--- src/rtl/adc_spi_responder_if.sv ---
// Command/response stream between the movement logic and the ADC responder.
// The master issues channel commands; the slave returns tagged 12-bit results.
interface adc_spi_responder_if;
    logic        command_valid;
    logic [4:0]  command_channel;
    logic        command_startofpacket;
    logic        command_endofpacket;
    logic        command_ready;
    logic        response_valid;
    logic [4:0]  response_channel;
    logic [11:0] response_data;
    logic        response_startofpacket;
    logic        response_endofpacket;

    modport master (
        output command_valid, command_channel,
        output command_startofpacket, command_endofpacket,
        input  command_ready,
        input  response_valid, response_channel, response_data,
        input  response_startofpacket, response_endofpacket
    );

    modport slave (
        input  command_valid, command_channel,
        input  command_startofpacket, command_endofpacket,
        output command_ready,
        output response_valid, response_channel, response_data,
        output response_startofpacket, response_endofpacket
    );
endinterface

--- src/rtl/adc_spi_responder.sv ---
// Single-channel conversion responder driving an MCP3208-class SPI ADC.
// One SPI frame per command; result returned with its channel tag.
module adc_spi_responder #(
    parameter int CLK_DIV = 4
) (
    input  logic                 sys_clk,
    input  logic                 reset,
    adc_spi_responder_if.slave   bus,
    output logic                 spi_cs_n,
    output logic                 spi_sclk,
    output logic                 spi_mosi,
    input  logic                 spi_miso
);
    localparam int CW = $clog2(2 * CLK_DIV) + 1;
    localparam logic [CW-1:0] HALF = CW'(CLK_DIV - 1);
    localparam logic [CW-1:0] HOLD = CW'(2 * CLK_DIV - 1);

    typedef enum logic [2:0] {
        IDLE, CS_SETUP, SHIFT, RESP, CS_HOLD
    } state_e;

    state_e      state_q, state_d;
    logic [CW-1:0] cnt_q, cnt_d;
    logic [4:0]  per_q, per_d;
    logic [4:0]  ch_q, ch_d;
    logic        bad_q, bad_d;
    logic [11:0] sh_q, sh_d;
    logic        cs_n_q, cs_n_d;
    logic        sclk_q, sclk_d;
    logic        mosi_q, mosi_d;
    logic        rdy_q, rdy_d;
    logic        vld_q, vld_d;
    logic [11:0] dat_q, dat_d;
    logic [4:0]  rch_q, rch_d;
    logic [2:0]  adc_ch;
    logic        next_bit;
    logic        ch_ok;
    logic        unused_sop_eop;

    assign unused_sop_eop = bus.command_startofpacket
                          ^ bus.command_endofpacket;
    assign adc_ch = ch_q[2:0] - 3'd1;
    assign ch_ok = (bus.command_channel != 5'd0)
                && (bus.command_channel <= 5'd8);

    // Bit presented during the period after per_q
    always_comb begin
        next_bit = 1'b0;
        case (per_q)
            5'd1:    next_bit = 1'b1;
            5'd2:    next_bit = adc_ch[2];
            5'd3:    next_bit = adc_ch[1];
            5'd4:    next_bit = adc_ch[0];
            default: next_bit = 1'b0;
        endcase
    end

    always_comb begin
        state_d = state_q;
        cnt_d   = cnt_q;
        per_d   = per_q;
        ch_d    = ch_q;
        bad_d   = bad_q;
        sh_d    = sh_q;
        cs_n_d  = cs_n_q;
        sclk_d  = sclk_q;
        mosi_d  = mosi_q;
        rdy_d   = rdy_q;
        vld_d   = 1'b0;
        dat_d   = dat_q;
        rch_d   = rch_q;
        case (state_q)
            IDLE: begin
                rdy_d = 1'b1;
                if (rdy_q && bus.command_valid) begin
                    rdy_d = 1'b0;
                    ch_d  = bus.command_channel;
                    sh_d  = 12'h000;
                    if (ch_ok) begin
                        state_d = CS_SETUP;
                        cs_n_d  = 1'b0;
                        mosi_d  = 1'b1;
                        cnt_d   = HALF;
                        bad_d   = 1'b0;
                    end else begin
                        state_d = RESP;
                        cnt_d   = CW'(1);
                        bad_d   = 1'b1;
                    end
                end
            end
            CS_SETUP: begin
                if (cnt_q == '0) begin
                    state_d = SHIFT;
                    sclk_d  = 1'b1;
                    cnt_d   = HALF;
                    per_d   = 5'd1;
                end else begin
                    cnt_d = cnt_q - 1'b1;
                end
            end
            SHIFT: begin
                if (cnt_q != '0) begin
                    cnt_d = cnt_q - 1'b1;
                end else if (sclk_q) begin
                    sclk_d = 1'b0;
                    cnt_d  = HALF;
                    mosi_d = next_bit;
                    if (per_q >= 5'd8)
                        sh_d = {sh_q[10:0], spi_miso};
                end else if (per_q == 5'd19) begin
                    state_d = RESP;
                    cs_n_d  = 1'b1;
                    vld_d   = 1'b1;
                    dat_d   = sh_q;
                    rch_d   = ch_q;
                    cnt_d   = '0;
                end else begin
                    sclk_d = 1'b1;
                    per_d  = per_q + 5'd1;
                    cnt_d  = HALF;
                end
            end
            RESP: begin
                // Rejected commands wait one cycle here before pulsing
                if (cnt_q != '0) begin
                    cnt_d = '0;
                    vld_d = 1'b1;
                    dat_d = 12'h000;
                    rch_d = ch_q;
                end else if (bad_q) begin
                    state_d = IDLE;
                    rdy_d   = 1'b1;
                end else begin
                    state_d = CS_HOLD;
                    cnt_d   = HOLD;
                end
            end
            CS_HOLD: begin
                if (cnt_q == '0) begin
                    state_d = IDLE;
                    rdy_d   = 1'b1;
                end else begin
                    cnt_d = cnt_q - 1'b1;
                end
            end
            default: state_d = IDLE;
        endcase
    end

    always_ff @(posedge sys_clk) begin
        if (reset) begin
            state_q <= IDLE;
            cnt_q   <= '0;
            per_q   <= 5'd0;
            ch_q    <= 5'd0;
            bad_q   <= 1'b0;
            sh_q    <= 12'h000;
            cs_n_q  <= 1'b1;
            sclk_q  <= 1'b0;
            mosi_q  <= 1'b0;
            rdy_q   <= 1'b0;
            vld_q   <= 1'b0;
            dat_q   <= 12'h000;
            rch_q   <= 5'd0;
        end else begin
            state_q <= state_d;
            cnt_q   <= cnt_d;
            per_q   <= per_d;
            ch_q    <= ch_d;
            bad_q   <= bad_d;
            sh_q    <= sh_d;
            cs_n_q  <= cs_n_d;
            sclk_q  <= sclk_d;
            mosi_q  <= mosi_d;
            rdy_q   <= rdy_d;
            vld_q   <= vld_d;
            dat_q   <= dat_d;
            rch_q   <= rch_d;
        end
    end

    assign bus.command_ready          = rdy_q;
    assign bus.response_valid         = vld_q;
    assign bus.response_data          = dat_q;
    assign bus.response_channel       = rch_q;
    assign bus.response_startofpacket = vld_q;
    assign bus.response_endofpacket   = vld_q;
    assign spi_cs_n = cs_n_q;
    assign spi_sclk = sclk_q;
    assign spi_mosi = mosi_q;
endmodule
--- src/flat_wrapper.sv ---
// flat-port wrapper written by rule: the top's interface ports become plain ports
module adc_spi_responder_flat 
#(
    parameter int CLK_DIV = 4
)
  (sys_clk, reset, spi_cs_n, spi_sclk, spi_mosi, spi_miso, bus_command_valid, bus_command_channel, bus_command_startofpacket, bus_command_endofpacket, bus_command_ready, bus_response_valid, bus_response_channel, bus_response_data, bus_response_startofpacket, bus_response_endofpacket);
  adc_spi_responder_if bus_i ();
  input  logic sys_clk;
  input  logic reset;
  output logic spi_cs_n;
  output logic spi_sclk;
  output logic spi_mosi;
  input  logic spi_miso;
  input wire logic [$bits(bus_i.command_valid)-1:0] bus_command_valid;
  input wire logic [$bits(bus_i.command_channel)-1:0] bus_command_channel;
  input wire logic [$bits(bus_i.command_startofpacket)-1:0] bus_command_startofpacket;
  input wire logic [$bits(bus_i.command_endofpacket)-1:0] bus_command_endofpacket;
  output wire logic [$bits(bus_i.command_ready)-1:0] bus_command_ready;
  output wire logic [$bits(bus_i.response_valid)-1:0] bus_response_valid;
  output wire logic [$bits(bus_i.response_channel)-1:0] bus_response_channel;
  output wire logic [$bits(bus_i.response_data)-1:0] bus_response_data;
  output wire logic [$bits(bus_i.response_startofpacket)-1:0] bus_response_startofpacket;
  output wire logic [$bits(bus_i.response_endofpacket)-1:0] bus_response_endofpacket;
  assign bus_i.command_valid = bus_command_valid;
  assign bus_i.command_channel = bus_command_channel;
  assign bus_i.command_startofpacket = bus_command_startofpacket;
  assign bus_i.command_endofpacket = bus_command_endofpacket;
  assign bus_command_ready = bus_i.command_ready;
  assign bus_response_valid = bus_i.response_valid;
  assign bus_response_channel = bus_i.response_channel;
  assign bus_response_data = bus_i.response_data;
  assign bus_response_startofpacket = bus_i.response_startofpacket;
  assign bus_response_endofpacket = bus_i.response_endofpacket;
  adc_spi_responder #(.CLK_DIV(CLK_DIV)) u_core (.sys_clk(sys_clk), .reset(reset), .bus(bus_i), .spi_cs_n(spi_cs_n), .spi_sclk(spi_sclk), .spi_mosi(spi_mosi), .spi_miso(spi_miso));
endmodule
--- config.mk ---
export PLATFORM = sky130hd
export DESIGN_NAME = adc_spi_responder_flat
export DESIGN_NICKNAME = d
export VERILOG_FILES = /design/src/rtl/adc_spi_responder_if.sv /design/src/rtl/adc_spi_responder.sv /design/src/flat_wrapper.sv
export SDC_FILE = /design/constraint.sdc
export NUM_CORES = 1
export LEC_CHECK = 0
export ABC_AREA = 1
export CORE_MARGIN = 1
export CORE_UTILIZATION = 40
export CTS_BUF_LIST = sky130_fd_sc_hd__clkbuf_16
export CTS_CLUSTER_SIZE = 8
export DETAILED_ROUTE_END_ITERATION = 10
export PLACE_DENSITY = 0.66
export SKIP_LAST_GASP = 1
export SYNTH_ARGS = -nofsm -noshare
export SYNTH_HDL_FRONTEND = slang
export SYNTH_SLANG_ARGS = --single-unit
export TNS_END_PERCENT = 1
--- constraint.sdc ---
create_clock -name sys_clk -period 1.8 [get_ports sys_clk]
set_input_delay 0.18 -clock sys_clk [delete_from_list [all_inputs] [get_ports sys_clk]]
set_output_delay 0.18 -clock sys_clk [all_outputs]
set_load 0.005 [all_outputs]
==> results.md <==
- Fin crit share: 93.2%
- Pre-CTS WS: 0.0858 ns
- Max Clk Rate: 596 MHz
- Initial DRC Count: 183
- Count of final setup violators: 0
- N_diodes: 0
- Cells after synthesis: 365
- Cts bufs inserted: 5
- Outcome: completed
- Critical path launch point type: flip-flop
- Vias in the first global route: 1,892
- Remaining antenna violation count after routing: 0
- Largest area contributor in the netlist: dfxtp_1
- R2R setup slack: 0.12 ns
- GRT Overall Usage: 16.7%
- Rel. slew slack: 71.7%
- Mapped cell area: 2530 sq um
- Critical Path End Type: flip-flop
- Post-route cell area: 3120 sq um
- Register bit total from synthesis: 52
- Asr flop ratio synth: 0%
- Final setup margin: 0.123 ns
- Synthesis-to-finish area growth: 23.3%
- # IOs: 35
- Worst slew pin tran: 0.424 ns
- Final GP Congestion: 0.874
- CTS HTree Levels: 2
- Core Util, Final: 51.8%
- Clk buf depth: 2
- Via density: 4.77
- Initial antenna violation count: 0
- Drt drc: 0
- Post-CTS Setup Bufs: 0
- Critical Path RT: 1.98 ns
- Full die area: 6650 sq um
- Largest net degree at the start of global routing: 39
- Core area: 6030 sq um
- Syn Area/Cell: 6.93 sq um
- WL/cell: 11.1 um
- Post-DP HPWL: 3.63 mm
- CP Class: reg2reg
- Peak supply drop: 0.776 mV
- Clock latency on the worst-skew pair: 0.29 ns
- Layout cells sized above 1: 7.27%
- Grt ovf: 0
- Sw Share: 41.4%
- Final hold slack: 0.448 ns
- Drt pass-1 iters: 4
- Yosys warns: 0
- Filler instances: 613
- Clk slew on worst S/H paths: 0.07 ns
- Final hold violation count: 0
- Sw Pwr: 2.01 mW
- Top cells by area, synth: dfxtp_1 (41%), nand2_1 (14%), nor2_1 (8.2%), a21oi_1 (7.5%), inv_1 (5.9%)
- Port Buffers: 32
- Fin nets: 416
- Clk sinks: 52
- Mapped Nets: 383
- Root buf cell: clkbuf_16
- Placed inst area: 2940 sq um
- Top cell type's share of synthesized area: 41.1%
- Int Pwr: 2.86 mW
- Unrepaired setup endpoints after global routing: yes
- Drt total wl: 5.27 mm
- Row cnt: 28
- Critical path fanouts, max: 6
- Skew final: 0.00414 ns
- Flop pwr share: 33.7%
- Multi-input logic area: 1260 sq um
- Worst EP arrival: 1.86 ns
- Top_reg_cell synth: dfxtp_1
- Type of the worst min-delay path: reg2reg
- Fin cells: 474
- Post-route minimum period: 1.68 ns
- TritonCTS clock tree: built
- TNS Setup: 0 ns
- First-pass GRT wire length: 8.58 mm
- Register area share after synthesis: 41.1%
- Leakage power: 1.32 nW
- Overall power: 4.87 mW
- Initial core utilization: 42.0%
- Combinational share of power: 44.3%
- Clock share of power: 22.0%
- Distinct cells, synth: 28
- PD cells: 1560 nW/um^2
- Number of synthesized flops with an enable pin: 0
- Die W: 81.6 um
- Placed cell count: 466
- Max-cap viol count: 0
- Pins Over Slew Limit: 0
- Die Span Y: 81.6 um
- Sequential cell area: 1040 sq um
- Via Count: 2,260
-- sequential cells by signal, summed over array words and instances (netlist names), 3 cells and up --
name                         cells
u_core.sh_q                     12
u_core.ch_q                      5
u_core.state_q                   3
u_core.bus.response_data        12
u_core.per_q                     5
u_core.cnt_q                     4
u_core.bus.response_channel      5
-- placed cells by master (no fill, tap or decap), drive strengths merged, types with 5 or more instances in the layout --
cell / instances
inv: 44
clkbuf: 5
nor2: 61
buf: 7
o21ai: 29
a21oi: 38
xor2: 5
dfxtp: 52
nand3: 14
nand2: 97
ha: 7
clkdlybuf4s50: 32
-- area by class of cell --
type	instances	share of cell area, %
multi-input combinational	258	40.4
timing repair buffer	39	12.7
sequential	52	33.3
clock inverter	3	1.36
inverter	42	5.13
tap	75	3.01
clock buffer	5	4.01
-- per-layer routing --
metal | part of all wire [%] | wire [um] | global-route usage (%)
met1 | 50 | 2650 | 23.7
met2 | 45 | 2390 | 26.1
met3 | 3.7 | 196 | 3.33
met4 | 0.72 | 38 | 3.75
met5 | 0 | 0 | 0
-- cells in the mapped netlist, types with 2 or more instances --
cell type / number
buf_4: 3
inv_1: 40
o21ai_1: 10
nor2_1: 55
clkbuf_1: 5
a21oi_1: 38
buf_6: 3
nand2_4: 2
nor2_2: 3
xor2_1: 5
ha_1: 7
nand2_1: 93
o21ai_0: 19
nor2_4: 2
nand3_1: 14
dfxtp_1: 52
nand2_2: 2
nor3_1: 2
-- power groups by stage --
stage	combinational, mW	sequential (mW)	clock (mW)
finish	2.16	1.64	1.07
CTS	2.13	1.64	1.10
floorplan	1.71	1.60	0
global placement	2.07	1.66	0
global route	2.47	1.68	1.14
detailed placement	2.11	1.66	0
-- worst paths after layout --
path,cells after the start,start,endpoint
min,2,u_core.ch_q[3],u_core.bus.response_channel[3]
max,10,u_core.per_q[0],u_core.state_q[2]
max reg2reg,10,u_core.per_q[0],u_core.state_q[2]
min reg2reg,2,u_core.ch_q[3],u_core.bus.response_channel[3]
-- critical path, stage by stage (launching register included) --
cell	delay, ns
dfxtp_1	0.41
ha_1	0.19
nand2_1	0.05
inv_1	0.09
nand3_2	0.14
nand2_1	0.15
nand2_1	0.06
nor2_1	0.20
inv_1	0.11
a21oi_1	0.13
nor2_1	0.05
-- logic make-up after synthesis --
family	Yosys count	share of synthesized area [%]
flip-flops	52	41.1
buffers and inverters	55	9.64
adder cells (fa/ha/maj)	7	3.46
AND/OR/NAND/NOR	176	29.5
AO/OA/AOI/OAI	70	14.6
XOR/XNOR	5	1.73
-- repair_timing --
action / CTS / global route
resized for setup: 0 / 3
endpoints found under the setup margin: 0 / 16
hold buffers: 0 / 0
Power figures use the tool's default switching activity.
